$ cat src/rtl/lsu_pkg.sv
// lsu_pkg: memory-op, FSM-state and exception-cause types shared by the load/store unit.
package lsu_pkg;
  typedef enum logic [3:0] {
    MEM_NONE, MEM_LB, MEM_LH, MEM_LW, MEM_LBU, MEM_LHU, MEM_SB, MEM_SH, MEM_SW
  } memOp_e;
  typedef enum logic [1:0] {IDLE, REQ, RSP} lsuState_e;
  localparam logic [1:0] EXC_MISALIGN = 2'd1;
  localparam logic [1:0] EXC_TIMEOUT  = 2'd2;
  function automatic logic is_store(memOp_e op);
    return op inside {MEM_SB, MEM_SH, MEM_SW};
  endfunction
endpackage

$ cat src/rtl/lsu_if.sv
// lsu_if: request/grant/response data-memory port.
interface lsu_if;
  logic        req;
  logic        we;
  logic [31:0] addr;
  logic [31:0] wdata;
  logic [3:0]  wstrb;
  logic        gnt;
  logic        rvalid;
  logic [31:0] rdata;
  modport master(output req, we, addr, wdata, wstrb, input gnt, rvalid, rdata);
  modport slave(input req, we, addr, wdata, wstrb, output gnt, rvalid, rdata);
endinterface

$ cat src/rtl/lsu_align.sv
// lsu_align: store lane replication/strobes, load lane extract/extension, misalignment check.
module lsu_align
  import lsu_pkg::*;
(
  input  memOp_e      op,
  input  logic [1:0]  lane,
  input  logic [31:0] sdata,
  input  logic [31:0] rdata,
  output logic [31:0] wdata,
  output logic [3:0]  wstrb,
  output logic [31:0] ldata,
  output logic        misaligned
);
  logic [31:0] sh;
  always_comb begin
    sh = rdata >> {lane, 3'b000};
    wdata = op == MEM_SB ? {4{sdata[7:0]}} : op == MEM_SH ? {2{sdata[15:0]}} : sdata;
    wstrb = op == MEM_SB ? 4'b0001 << lane : op == MEM_SH ? 4'b0011 << lane :
            op == MEM_SW ? 4'b1111 : 4'b0000;
    ldata = op == MEM_LB  ? {{24{sh[7]}}, sh[7:0]} :
            op == MEM_LBU ? {24'b0, sh[7:0]} :
            op == MEM_LH  ? {{16{sh[15]}}, sh[15:0]} :
            op == MEM_LHU ? {16'b0, sh[15:0]} : rdata;
    misaligned = (op inside {MEM_LH, MEM_LHU, MEM_SH} && lane[0]) ||
                 (op inside {MEM_LW, MEM_SW} && lane != 2'b00);
  end
endmodule

$ cat src/rtl/lsu.sv
// lsu: MEM stage; issues data-memory accesses, stalls EX while busy, emits a registered writeback record.
module lsu
  import lsu_pkg::*;
#(
  parameter int unsigned TIMEOUT_CYCLES = 255
) (
  input  logic        clk,
  input  logic        rst,
  input  logic        ex_valid,
  input  memOp_e      ex_mem_op,
  input  logic [31:0] ex_alu_result,
  input  logic [31:0] ex_store_data,
  input  logic [4:0]  ex_rd,
  output logic        lsu_stall,
  lsu_if.master       dmem,
  output logic        wb_valid,
  output logic [4:0]  wb_rd,
  output logic [31:0] wb_data,
  output logic        exc_valid,
  output logic [1:0]  exc_cause,
  output logic [31:0] exc_addr
);
  lsuState_e state_q, state_d;
  memOp_e op_q, op_d, op_sel;
  logic [31:0] addr_q, addr_d, sdata_q, sdata_d, cnt_q, cnt_d;
  logic [4:0] rd_q, rd_d, wb_rd_d;
  logic [31:0] wb_data_d, exc_addr_d, al_wdata, al_ldata;
  logic [3:0] al_wstrb;
  logic [1:0] lane, exc_cause_d;
  logic wb_valid_d, exc_valid_d, misaligned, accept, mem, go, timeout;
  // In IDLE the aligner checks the incoming op; otherwise it serves the latched access.
  assign op_sel = state_q == IDLE ? ex_mem_op : op_q;
  assign lane   = state_q == IDLE ? ex_alu_result[1:0] : addr_q[1:0];
  lsu_align u_align (
    .op(op_sel), .lane(lane), .sdata(sdata_q), .rdata(dmem.rdata),
    .wdata(al_wdata), .wstrb(al_wstrb), .ldata(al_ldata), .misaligned(misaligned)
  );
  always_ff @(posedge clk or posedge rst)
    if (rst) state_q <= IDLE;
    else state_q <= state_d;
  always_comb begin
    accept  = ex_valid && state_q == IDLE;
    mem     = ex_mem_op != MEM_NONE;
    go      = accept && mem && !misaligned;
    timeout = TIMEOUT_CYCLES != 0 && cnt_q == TIMEOUT_CYCLES;
    state_d = state_q == IDLE ? (go ? REQ : IDLE) :
              state_q == REQ  ? (dmem.gnt ? (is_store(op_q) ? IDLE : RSP) : timeout ? IDLE : REQ) :
                                (dmem.rvalid || timeout ? IDLE : RSP);
  end
  always_comb begin
    lsu_stall   = state_q != IDLE || (ex_valid && mem && !misaligned);
    dmem.req    = state_q == REQ;
    dmem.we     = dmem.req && is_store(op_q);
    dmem.addr   = dmem.req ? {addr_q[31:2], 2'b00} : 32'b0;
    dmem.wdata  = dmem.req ? al_wdata : 32'b0;
    dmem.wstrb  = dmem.req ? al_wstrb : 4'b0;
    op_d        = go ? ex_mem_op : op_q;
    addr_d      = go ? ex_alu_result : addr_q;
    sdata_d     = go ? ex_store_data : sdata_q;
    rd_d        = go ? ex_rd : rd_q;
    cnt_d       = state_q == IDLE || state_d != state_q ? 32'b0 : cnt_q + 32'd1;
    wb_valid_d  = (accept && !mem) || (dmem.req && dmem.gnt && is_store(op_q)) ||
                  (state_q == RSP && dmem.rvalid);
    wb_rd_d     = !wb_valid_d ? 5'd0 : state_q == IDLE ? ex_rd : is_store(op_q) ? 5'd0 : rd_q;
    wb_data_d   = !wb_valid_d ? 32'b0 : state_q == IDLE ? ex_alu_result :
                  state_q == RSP ? al_ldata : 32'b0;
    // A grant or response arriving on the timeout cycle still wins.
    exc_valid_d = (accept && mem && misaligned) ||
                  (timeout && ((dmem.req && !dmem.gnt) || (state_q == RSP && !dmem.rvalid)));
    exc_cause_d = !exc_valid_d ? 2'd0 : state_q == IDLE ? EXC_MISALIGN : EXC_TIMEOUT;
    exc_addr_d  = !exc_valid_d ? 32'b0 : state_q == IDLE ? ex_alu_result : addr_q;
  end
  always_ff @(posedge clk or posedge rst)
    if (rst) begin
      op_q      <= MEM_NONE;
      addr_q    <= '0;
      sdata_q   <= '0;
      rd_q      <= '0;
      cnt_q     <= '0;
      wb_valid  <= 1'b0;
      wb_rd     <= '0;
      wb_data   <= '0;
      exc_valid <= 1'b0;
      exc_cause <= '0;
      exc_addr  <= '0;
    end else begin
      op_q      <= op_d;
      addr_q    <= addr_d;
      sdata_q   <= sdata_d;
      rd_q      <= rd_d;
      cnt_q     <= cnt_d;
      wb_valid  <= wb_valid_d;
      wb_rd     <= wb_rd_d;
      wb_data   <= wb_data_d;
      exc_valid <= exc_valid_d;
      exc_cause <= exc_cause_d;
      exc_addr  <= exc_addr_d;
    end
endmodule

$ cat src/flat_wrapper.sv
// flat-port wrapper written by rule: the top's interface ports become plain ports
module lsu_flat import lsu_pkg::*;
#(
  parameter int unsigned TIMEOUT_CYCLES = 255
)
  (clk, rst, ex_valid, ex_mem_op, ex_alu_result, ex_store_data, ex_rd, lsu_stall, wb_valid, wb_rd, wb_data, exc_valid, exc_cause, exc_addr, dmem_req, dmem_we, dmem_addr, dmem_wdata, dmem_wstrb, dmem_gnt, dmem_rvalid, dmem_rdata);
  lsu_if dmem_i ();
  input  logic clk;
  input  logic rst;
  input  logic ex_valid;
  input  memOp_e ex_mem_op;
  input  logic [31:0] ex_alu_result;
  input  logic [31:0] ex_store_data;
  input  logic [4:0] ex_rd;
  output logic lsu_stall;
  output logic wb_valid;
  output logic [4:0] wb_rd;
  output logic [31:0] wb_data;
  output logic exc_valid;
  output logic [1:0] exc_cause;
  output logic [31:0] exc_addr;
  output wire logic [$bits(dmem_i.req)-1:0] dmem_req;
  output wire logic [$bits(dmem_i.we)-1:0] dmem_we;
  output wire logic [$bits(dmem_i.addr)-1:0] dmem_addr;
  output wire logic [$bits(dmem_i.wdata)-1:0] dmem_wdata;
  output wire logic [$bits(dmem_i.wstrb)-1:0] dmem_wstrb;
  input wire logic [$bits(dmem_i.gnt)-1:0] dmem_gnt;
  input wire logic [$bits(dmem_i.rvalid)-1:0] dmem_rvalid;
  input wire logic [$bits(dmem_i.rdata)-1:0] dmem_rdata;
  assign dmem_req = dmem_i.req;
  assign dmem_we = dmem_i.we;
  assign dmem_addr = dmem_i.addr;
  assign dmem_wdata = dmem_i.wdata;
  assign dmem_wstrb = dmem_i.wstrb;
  assign dmem_i.gnt = dmem_gnt;
  assign dmem_i.rvalid = dmem_rvalid;
  assign dmem_i.rdata = dmem_rdata;
  lsu #(.TIMEOUT_CYCLES(TIMEOUT_CYCLES)) u_core (.clk(clk), .rst(rst), .ex_valid(ex_valid), .ex_mem_op(ex_mem_op), .ex_alu_result(ex_alu_result), .ex_store_data(ex_store_data), .ex_rd(ex_rd), .lsu_stall(lsu_stall), .dmem(dmem_i), .wb_valid(wb_valid), .wb_rd(wb_rd), .wb_data(wb_data), .exc_valid(exc_valid), .exc_cause(exc_cause), .exc_addr(exc_addr));
endmodule
$ cat config.mk
export PLATFORM = sky130hd
export DESIGN_NAME = lsu_flat
export DESIGN_NICKNAME = d
export VERILOG_FILES = /design/src/rtl/lsu_pkg.sv /design/src/rtl/lsu_if.sv /design/src/rtl/lsu_align.sv /design/src/rtl/lsu.sv /design/src/flat_wrapper.sv
export SDC_FILE = /design/constraint.sdc
export NUM_CORES = 1
export LEC_CHECK = 0
export CELL_PAD_IN_SITES_DETAIL_PLACEMENT = 0
export CELL_PAD_IN_SITES_GLOBAL_PLACEMENT = 1
export CORE_MARGIN = 2
export CORE_UTILIZATION = 41
export DETAILED_ROUTE_END_ITERATION = 8
export HOLD_SLACK_MARGIN = 0.03
export PLACE_DENSITY = 0.95
export SYNTH_ARGS = -nofsm -noshare
export SYNTH_HDL_FRONTEND = slang
export SYNTH_HIERARCHICAL = 1
export SYNTH_SLANG_ARGS = --single-unit
$ cat constraint.sdc
create_clock -name clk -period 13.83 [get_ports clk]
set_input_delay 2.0745 -clock clk [delete_from_list [all_inputs] [get_ports clk]]
set_output_delay 2.0745 -clock clk [all_outputs]
set_load 0.02 [all_outputs]
# Word-level counts from Yosys, hierarchy flattened
# Index checks and enable logic that the tools add are counted.
dict set report op_classes {
  reduce_logical 35
  n_eq_ne 15
  n_shift 3
  addsub 1
  mux 32
}
# op n
set op_table {}
lappend op_table {{2-to-1 mux 32 bit} 14}
lappend op_table {{adder 32 x 1 -> 32 bit, second input constant} 1}
lappend op_table {{== test 32 x 8 -> 1 bit, second input constant} 1}
lappend op_table {{>> shifter 32 x 5 -> 16 bit} 1}
lappend op_table {{== test 4 x 3 -> 1 bit, second input constant} 6}
lappend op_table {{2-to-1 mux 4 bit} 5}
lappend op_table {{logical AND 1 bit} 16}
lappend op_table {{2-to-1 mux 2 bit} 8}
lappend op_table {{2-to-1 mux 5 bit} 3}
lappend op_table {{== test 4 x 2 -> 1 bit, second input constant} 2}
lappend op_table {{== test 4 bit, second input constant} 2}
lappend op_table {{logical OR 1 bit} 8}
lappend op_table {{nonzero test 2 bit} 3}
lappend op_table {{nonzero test 3 bit} 2}
lappend op_table {{== test 4 x 1 -> 1 bit, second input constant} 1}
lappend op_table {{zero test 1 bit} 4}
lappend op_table {{nonzero test 4 bit} 1}
lappend op_table {{left shift 1 x 2 -> 4 bit, first input constant} 1}
lappend op_table {{left shift 2 x 2 -> 4 bit, first input constant} 1}
lappend op_table {{== test 2 x 1 -> 1 bit, second input constant} 1}
lappend op_table {{== test 2 bit, second input constant} 1}
lappend op_table {{zero test 2 bit} 1}
lappend op_table {{2-to-1 mux 1 bit} 2}
lappend op_table {{!= test 2 bit} 1}
dict set report totals {
  word_cells 98
  inputBits 110
  regBits 180
}

# Logic depth before layout (Yosys ltp)
# Gate-level depths: netlist of the first run.
dict set report logic_depth {
  word_depth 13
  ltp_mapped 15
}

# Hierarchy
# The synthesis of the first run kept the hierarchy.
# module instances cells_per_inst area_per_inst_um2
set modules_own_cells {}
lappend modules_own_cells {lsu 1 672 7988.9}
lappend modules_own_cells {lsu_align 1 183 1380.1}

# Worst setup path after synthesis of the first run
# OpenSTA, ideal clock, no wires.
dict set report synth_path {
  kind {input -> output}
  start {input ex_alu_result[1]}
  end {output lsu_stall}
  path_slack_ns 8.062
  t_arrival_ns 3.694
  cell_stages 9
  required_ns 11.755
  path_cell_list {nand2_1 -> nand2_1 -> clkbuf_1 -> inv_2 -> ha_1 -> a21oi_1 -> a31oi_1 -> o21ai_1 -> o21ai_0}
}
dict set report synth_via {
  elab_chain_len 7
}
# element line_no
set synth_rtl {}
lappend synth_rtl {{from (decl)} flat_wrapper.sv:12} ;# input logic [31:0] ex_alu_result;
lappend synth_rtl {{2-to-1 mux 2 bit} lsu.sv:33} ;# assign lane = state_q == IDLE ? ex_alu_result[1:0] : addr_q[1:0];
lappend synth_rtl {{via u_core.lane[1]} lsu.sv:29} ;# logic [1:0] lane, exc_cause_d;
lappend synth_rtl {{nonzero test 2 bit} lsu_align.sv:25} ;# (op inside {MEM_LW, MEM_SW} && lane != 2'b00);
lappend synth_rtl {{logical AND 1 bit} lsu_align.sv:25}
lappend synth_rtl {{logical OR 1 bit} lsu_align.sv:24} ;# misaligned = (op inside {MEM_LH, MEM_LHU, MEM_SH} && lane[0]) ||
lappend synth_rtl {{via u_core.misaligned} lsu.sv:30} ;# logic wb_valid_d, exc_valid_d, misaligned, accept, mem, go, timeout;
lappend synth_rtl {{zero test 1 bit} lsu.sv:51} ;# lsu_stall = state_q != IDLE || (ex_valid && mem && !misaligned);
lappend synth_rtl {{logical AND 1 bit} lsu.sv:51}
lappend synth_rtl {{logical OR 1 bit} lsu.sv:51}
lappend synth_rtl {{to (decl)} flat_wrapper.sv:15} ;# output logic lsu_stall;
# The timed path passes the listed nets, and every way through them passes these cells.

# Final worst setup path of the first run
dict set report layout_path {
  start {input ex_alu_result[0]}
  end {output lsu_stall}
}
dict set report layout_via {
  elab_chain_len 7
}
# element line_no
set layout_rtl {}
lappend layout_rtl {{2-to-1 mux 2 bit *} lsu.sv:33}
lappend layout_rtl {{via u_core.lane[0]} lsu.sv:29}
lappend layout_rtl {{nonzero test 2 bit} lsu_align.sv:25}
lappend layout_rtl {{logical AND 1 bit} lsu_align.sv:25}
lappend layout_rtl {{logical OR 1 bit *} lsu_align.sv:24}
lappend layout_rtl {{via u_core.misaligned} lsu.sv:30}
lappend layout_rtl {{zero test 1 bit *} lsu.sv:51}
lappend layout_rtl {{logical AND 1 bit *} lsu.sv:51}
lappend layout_rtl {{logical OR 1 bit *} lsu.sv:51}
# The timed path passes the listed nets; every way through them passes the cells marked *.

==> flow_summary_export.csv, run 1 <==
group,metric,value,unit
outcome,status,"finished clean",
die,die-area,24100,um2
setup_path,worst_setup_path_type,"input port to output pin",
die,starting_utilization_of_the_core_area,41.6,%
synthesis,synth_top_family_by_area,"simple AND/OR/NAND/NOR gates",
synthesis,synthesized_area_fraction_occupied_by_ao_oa_aoi_and_oai_cells,12.8,%
route,antenna_violating_nets_post_route,0,
sta,setup_viol_count_final,0,
die,chipWidth,155,um
route,postRouteWirelength,27400,um
setup_path,worst_path_required,11.76,ns
synthesis,synth_enable_flop_cells,0,
power_and_ir_drop,leakagePower,5.27,nW
sta,grt_setup_unrepaired,"no",
global_routing,gr-total-overflow,0,
synthesis,synth_simple_gate_area_share,16.6,%
route,dr_wl_cell,20.1,um
sta,slew_headroom,30.0,%
cells_and_area,nets,1182,
synthesis,yosys_warnings,6,
die,coreArea,22500,um2
setup_path,critical_path.cell_chain,"clkdlybuf4s50_1, nand2_1, nand2_1, inv_1, ha_1, a21oi_1, a31oi_1, o21ai_1, o21ai_0, clkdlybuf4s50_1",
cells_and_area,postLayoutCellArea,12600,um2
sta,skew,0.0132,ns
synthesis,yosysTopAreaCellShare,48.1,%
route,drc,0,
sta,timing.fmax,131,MHz
synthesis,synthTopCellsByCount,"sky130_fd_sc_hd__dfrtp_1, sky130_fd_sc_hd__mux2_2, sky130_fd_sc_hd__and2_1, sky130_fd_sc_hd__nor2_1, sky130_fd_sc_hd__nand2_1",
clock_network,h-tree-depth,4,
synthesis,synthTopCellsByArea,"sky130_fd_sc_hd__dfrtp_1, sky130_fd_sc_hd__mux2_2, sky130_fd_sc_hd__mux2i_1, sky130_fd_sc_hd__and2_1, sky130_fd_sc_hd__a22o_1",
synthesis,syn_avg_cell_area,11.0,um2
clock_network,post_cts.repair.setup_buffers,0,
placement,post-place-cells,1333,
cells_and_area,drive_gt1_share,13.4,%
setup_path,setup.worst_path.start_class,"input port",
setup_path,critical-path-slowest-cell,"sky130_fd_sc_hd__nand2_1",
power_and_ir_drop,p_seq_share,28.7,%
setup_path,worst-endpoint-arrival,5.56,ns
global_routing,first_global_vias,7651,
synthesis,post_synth_mux_area_share,16.2,%
clock_network,tritoncts,"yes",
synthesis,synth_adder_area_share,0.668,%
route,viasPerCell,5.54,
route,firstDrtPassIters,5,
global_routing,grt_max_degree,108,
synthesis,synthesis.instances,855,
placement,finalWeightedCongestion,0.857,
synthesis,synth_top_area_cell,"sky130_fd_sc_hd__dfrtp_1",
cells_and_area,fillers,1974,
power_and_ir_drop,total_power,2.72,mW
clock_network,number_of_buffers_added_by_the_clock_tree_synthesis_step,17,
sta,tns,0,ns
sta,min_period_over_period,55.2,%
global_routing,grt_first_pass_wirelength,43200,um
clock_network,cts-hold-fix-buffers,0,
sta,period_minus_slack,7.64,ns
setup_path,slowest_delay,0.67,ns
synthesis,yosysMostFrequentCell,"sky130_fd_sc_hd__dfrtp_1",
clock_network,clkTransAtPathRegs,0.07,ns
cells_and_area,regArea,4510,um2
placement,hpwlAfterDp,19100,um
worst_hold_path,hold_path.class,"flop to flop",
synthesis,synth-main-ff-cell,"sky130_fd_sc_hd__dfrtp_1",
power_and_ir_drop,largest_vdd_supply_drop,0.127,mV
die,io_pins,254,
sta,timing.final.max_slew_violations,0,
sta,timing_worst_slew_pin_value,1.05,ns
power_and_ir_drop,power.share.clock,18.6,%
clock_network,root_buffer,"sky130_fd_sc_hd__clkbuf_16",
synthesis,portion_of_the_post_synthesis_area_used_by_sequential_elements,48.1,%
synthesis,synth_cell_types,71,
synthesis,synthXorXnorAreaFrac,1.12,%
route,dr.first_iter.drc_count,471,
power_and_ir_drop,comb_power_share,52.6,%
die,core.rowCount,55,
cells_and_area,area_growth,34.0,%
synthesis,synthArstFlopShare,100,%
global_routing,grt_usage,23.0,%
power_and_ir_drop,power.share.switching,40.2,%
clock_network,clock_latency,0.43,ns
die,die_h,155,um
power_and_ir_drop,power_switching,1.09,mW
power_and_ir_drop,power.density,217,nW/um2
setup_path,endpoint_class_of_the_critical_path,"output pin",
clock_network,buffer_levels_on_the_longest_clock_path,2,
setup_path,worstPathMaxFanout,25,
power_and_ir_drop,internal_power,1.63,mW
placement,placedInstanceArea,11900,um2
placement,port_buffers,251,
sta,timing.final.hold_violations,0,
route,routed-via-count,7569,
run,maxCapViolCount,0,
clock_network,clock_sinks,180,
global_routing,number_of_antenna_violations_at_the_first_check_in_global_routing,1,
synthesis,yosys_register_bits,180,
cells_and_area,post_layout_nonfiller_instances,1366,
synthesis,synthesis.area,9370,um2
clock_network,cts_resized,0,
cells_and_area,multiInputGateArea,4450,um2
-- cell type report --
type	count	share of cell area (%)
Inverter	15	0.488
Tap cell	285	2.84
Clock inverter	14	1.40
Multi-Input combinational cell	594	35.5
Timing Repair Buffer	259	20.5
Sequential cell	180	35.9
Antenna cell	1	0.0199
Clock buffer	18	3.42
-- worst max-delay path, delay by kind of cell --
kind                     cells  cell delay (ns)
buffers and inverters        3             1.51
AO/OA/AOI/OAI                4             0.86
AND/OR/NAND/NOR              2             0.73
adder cells (fa/ha/maj)      1             0.37
-- final timing paths --
| check | depth (start not counted) | from | slack [ns] | end |
|---|---|---|---|---|
| max in group asynchronous | 3 | rst | 10.05 | u_core/wb_data[19]$_DFF_PP0_ |
| min reg2reg | 1 | u_core/addr_q[2]$_DFFE_PP0P_ | 0.51 | u_core/exc_addr[2]$_DFF_PP0_ |
| max reg2reg | 11 | u_core/state_q[1]$_DFF_PP0_ | 8.45 | u_core/addr_q[16]$_DFFE_PP0P_ |
| max | 10 | ex_alu_result[0] | 6.19 | lsu_stall |
| min | 1 | u_core/addr_q[2]$_DFFE_PP0P_ | 0.51 | u_core/exc_addr[2]$_DFF_PP0_ |
| min in group asynchronous | 2 | rst | 2.24 | u_core/wb_data[5]$_DFF_PP0_ |
-- placed cells by master, fill, tap and decap left out, types with 5 or more instances in the layout --
cell | synthesis | final
sky130_fd_sc_hd__a211o_1 | 7 | 7
sky130_fd_sc_hd__a21boi_0 | 5 | 5
sky130_fd_sc_hd__a21o_1 | 17 | 17
sky130_fd_sc_hd__a21oi_1 | 18 | 18
sky130_fd_sc_hd__a22o_1 | 30 | 30
sky130_fd_sc_hd__a2bb2oi_1 | 8 | 8
sky130_fd_sc_hd__a32o_1 | 7 | 7
sky130_fd_sc_hd__and2_1 | 66 | 66
sky130_fd_sc_hd__buf_4 | 11 | 8
sky130_fd_sc_hd__clkbuf_16 | 0 | 17
sky130_fd_sc_hd__clkdlybuf4s50_1 | 0 | 251
sky130_fd_sc_hd__dfrtp_1 | 180 | 179
sky130_fd_sc_hd__ha_1 | 5 | 5
sky130_fd_sc_hd__inv_1 | 12 | 11
sky130_fd_sc_hd__mux2_1 | 9 | 9
sky130_fd_sc_hd__mux2_2 | 79 | 79
sky130_fd_sc_hd__mux2i_1 | 50 | 50
sky130_fd_sc_hd__nand2_1 | 51 | 51
sky130_fd_sc_hd__nand2b_1 | 10 | 10
sky130_fd_sc_hd__nand3_1 | 20 | 20
sky130_fd_sc_hd__nand4_1 | 8 | 8
sky130_fd_sc_hd__nor2_1 | 53 | 53
sky130_fd_sc_hd__nor3_1 | 14 | 13
sky130_fd_sc_hd__nor4_1 | 13 | 13
sky130_fd_sc_hd__o21ai_0 | 17 | 17
sky130_fd_sc_hd__o221ai_1 | 8 | 8
sky130_fd_sc_hd__o31ai_1 | 15 | 15
sky130_fd_sc_hd__or2_2 | 5 | 5
sky130_fd_sc_hd__or4_1 | 15 | 15
sky130_fd_sc_hd__xnor2_1 | 6 | 6
sky130_fd_sc_hd__xor2_1 | 6 | 6
-- power by group through the flow --
stage / sequential (mW) / combinational (mW) / clock, mW
global route: 0.800 / 1.54 / 0.540
finish: 0.782 / 1.43 / 0.506
global placement: 0.784 / 1.40 / 0
CTS: 0.783 / 1.43 / 0.517
detailed placement: 0.792 / 1.43 / 0
floorplan: 0.798 / 0.942 / 0
-- cells by family (layout without fill, tap and decap cells) --
kind of cell | after synthesis | after routing
DFF | 180 | 180
other | 1 | 3
adders and majority gates | 5 | 5
and+or+nand+nor | 280 | 280
muxes | 139 | 139
AOI/OAI and AO/OA | 156 | 156
buffers and inverters | 82 | 306
xor gates and xnor gates | 12 | 12
-- metrics by stage --
step,setup WS [ns],util (%),hold slack (ns)
4_1_cts,6.21,55.8,0.507
2_1_floorplan,6.87,-,0.468
5_1_grt,5.90,55.8,0.520
3_3_place_gp,6.33,53.1,0.484
6_report,6.19,55.8,0.507
3_5_place_dp,6.21,53.1,0.491
-- per-layer routing --
layer / global-route usage [%] / share of wire, % / up-vias
met5: 0 / 0 / -
met4: 6.53 / 1.8 / 0
met3: 7.33 / 8.5 / 35
met2: 37.4 / 48 / 278
met1: 29.6 / 42 / 3758
li1: - / - / 3498
-- flip-flops by register name (all words and copies together) (netlist names) --
name and count:
u_core/addr_q 32, u_core/cnt_q 32, u_core/exc_addr 32, u_core/sdata_q 32
u_core/wb_data 32, u_core/rd_q 5, u_core/wb_rd 5, u_core/op_q 4
u_core/exc_cause 2, u_core/state_q 2, u_core/exc_valid 1, u_core/wb_valid 1
Power figures use the tool's default switching activity.
==> inputs of run 2 (changes only) <==
- CORE_UTILIZATION: 41 -> 34
- PLACE_DENSITY: 0.95 -> 0.85
- clock period: 13.83 -> 6.5 ns (I/O delays scaled with it)
==> run 2 against run 1 <==
Register-to-register slack got worse by 6.5 ns. First-iteration DRC count fell by 3.0%. Worst setup slack worse by 4.9 ns. Hold slack barely moved. Final cell count rose by 4.0%. Cell area increased by 0.29%. Non-clock buffer count unchanged. Sequential cell count stayed put. Clock-buffer cell count increased by 3. Routed wire length is 2.8% higher. Critical path type is now flop to output pin.
==> flow_summary_export.csv, run 2 (synthesized netlist as in run 1, its figures left out) <==
group,metric,value,unit
route,dr_wl_cell,19.9,um
clock_network,clkTransAtPathRegs,0.07,ns
cells_and_area,layout.cells.most_common,"sky130_fd_sc_hd__clkdlybuf4s50_1",
cells_and_area,drive_gt1_share,13.3,%
die,coreArea,27000,um2
route,viasPerCell,5.23,
cells_and_area,fillers,2508,
power_and_ir_drop,power.density,455,nW/um2
sta,worst_slack,1.25,ns
outcome,status,"finished clean",
clock_network,cts_resized,0,
clock_network,clock_sinks,180,
cells_and_area,most-common-layout-cells,"sky130_fd_sc_hd__clkdlybuf4s50_1, sky130_fd_sc_hd__dfrtp_1, sky130_fd_sc_hd__mux2_2",
cells_and_area,area_growth,34.4,%
setup_path,crit_path_frequent_cell,"sky130_fd_sc_hd__nand2_1",
die,core.rowCount,60,
setup_path,worstPathMaxFanout,18,
clock_network,cts-hold-fix-buffers,0,
setup_path,critical_path.cell_chain,"or2_0, nand2_1, nand2_1, inv_2, ha_1, a21oi_1, a31oi_1, o21ai_1, o21ai_0, clkdlybuf4s50_1",
setup_path,slowest_delay,0.78,ns
route,firstDrtPassIters,5,
sta,min_period_over_period,80.7,%
sta,skew,0.0112,ns
global_routing,gr-total-overflow,0,
route,antenna_violating_nets_post_route,0,
power_and_ir_drop,power_switching,2.31,mW
power_and_ir_drop,p_seq_share,29.0,%
worst_hold_path,min_delay_path_depth,1,
sta,timing_worst_slew_pin_value,1.06,ns
sta,setup_viol_count_final,0,
power_and_ir_drop,leakagePower,5.25,nW
die,die_h,170,um
setup_path,worst_path_required,5.52,ns
setup_path,worst_setup_path_type,"flop to output pin",
die,starting_utilization_of_the_core_area,34.7,%
setup_path,worst-endpoint-arrival,4.27,ns
sta,slew_headroom,29.5,%
global_routing,grt_first_pass_wirelength,43200,um
clock_network,tritoncts,"yes",
cells_and_area,multiInputGateArea,4450,um2
global_routing,number_of_antenna_violations_at_the_first_check_in_global_routing,2,
die,io_pins,254,
clock_network,clock_latency,0.43,ns
cells_and_area,nets,1182,
global_routing,first_global_vias,7483,
clock_network,h-tree-depth,4,
setup_path,endpoint_class_of_the_critical_path,"output pin",
clock_network,root_buffer,"sky130_fd_sc_hd__clkbuf_16",
clock_network,post_cts.repair.setup_buffers,0,
placement,finalWeightedCongestion,0.812,
sta,finalHoldWorstSlack,0.507,ns
power_and_ir_drop,power.share.switching,40.4,%
worst_hold_path,hold_path.class,"flop to flop",
sta,timing.final.max_slew_violations,0,
setup_path,setup.worst_path.start_class,"flop",
cells_and_area,regArea,4510,um2
global_routing,grt_usage,19.5,%
power_and_ir_drop,largest_vdd_supply_drop,0.223,mV
route,drc,0,
sta,timing.fmax,191,MHz
placement,port_buffers,251,
power_and_ir_drop,comb_power_share,53.1,%
placement,dp_worst_setup_slack,1.49,ns
placement,hpwlAfterDp,19900,um
power_and_ir_drop,internal_power,3.41,mW
clock_network,buffer_levels_on_the_longest_clock_path,2,
route,dr.first_iter.drc_count,457,
die,die-area,28900,um2
setup_path,critical-path-slowest-cell,"sky130_fd_sc_hd__or2_0",
power_and_ir_drop,power.share.clock,17.9,%
sta,tns,0,ns
global_routing,grt_max_degree,134,
sta,period_minus_slack,5.25,ns
route,postRouteWirelength,28200,um
sta,timing.final.hold_violations,0,
setup_path,worst_r2r_path_depth,11,
clock_network,number_of_buffers_added_by_the_clock_tree_synthesis_step,17,
die,chipWidth,170,um
route,routed-via-count,7428,
sta,grt_setup_unrepaired,"no",
run,maxCapViolCount,0,
## run 2: layout make-up
class	instances	share of cell area, %
inverter	15	0.507
antenna	1	0.0199
multi-input combinational	594	35.4
timing repair buffer	259	20.4
clock buffer	21	3.74
sequential	180	35.8
clock inverter	10	0.775
tap	341	3.39
## run 2: worst paths after layout
path / slack [ns] / start / endpoint
setup reg to reg: 1.98 / u_core/state_q[0]$_DFF_PP0_ / u_core/sdata_q[13]$_DFFE_PP0P_
min in group asynchronous: 1.12 / rst / u_core/wb_data[3]$_DFF_PP0_
setup / recovery: 1.25 / u_core/state_q[0]$_DFF_PP0_ / lsu_stall
hold reg to reg: 0.51 / u_core/addr_q[0]$_DFFE_PP0P_ / u_core/addr_q[0]$_DFFE_PP0P_
max in group asynchronous: 4.05 / rst / u_core/wb_data[29]$_DFF_PP0_
hold / removal: 0.51 / u_core/addr_q[0]$_DFFE_PP0P_ / u_core/addr_q[0]$_DFFE_PP0P_
## run 2: metrics by stage
step | cells | utilization, % | total power, mW | instance area, um2
6_report | 1421 | 46.6 | 5.72 | 12600
5_1_grt | 1421 | 46.6 | 6.07 | 12600
4_1_cts | 1420 | 46.6 | 5.77 | 12600
3_5_place_dp | 1389 | 44.5 | 4.73 | 12000
3_3_place_gp | 1389 | 44.5 | 4.68 | 12000
2_1_floorplan | 856 | - | 3.70 | 9370
## run 2: worst max-delay path: cells and delay by family (launching register included)
| kind | cells | cell delay (ns) |
|---|---|---|
| and+or+nand+nor | 3 | 1.41 |
| buffers and inverters | 2 | 0.82 |
| adders and majority gates | 1 | 0.28 |
| AOI/OAI and AO/OA | 4 | 0.88 |
| DFF | 1 | 0.45 |
## run 2: layer usage
| layer | routed length [um] | track usage [%] |
|---|---|---|
| met5 | 0 | 0 |
| met4 | 556 | 4.98 |
| met3 | 2020 | 6.53 |
| met2 | 13500 | 31.9 |
| met1 | 12100 | 24.7 |
## run 2: power by group through the flow
stage | clock, mW | combinational [mW] | sequential, mW
2_1_floorplan | 0 | 2.01 | 1.70
5_1_grt | 1.09 | 3.28 | 1.70
6_report | 1.02 | 3.04 | 1.66
4_1_cts | 1.05 | 3.07 | 1.66
3_3_place_gp | 0 | 3.01 | 1.67
3_5_place_dp | 0 | 3.05 | 1.68
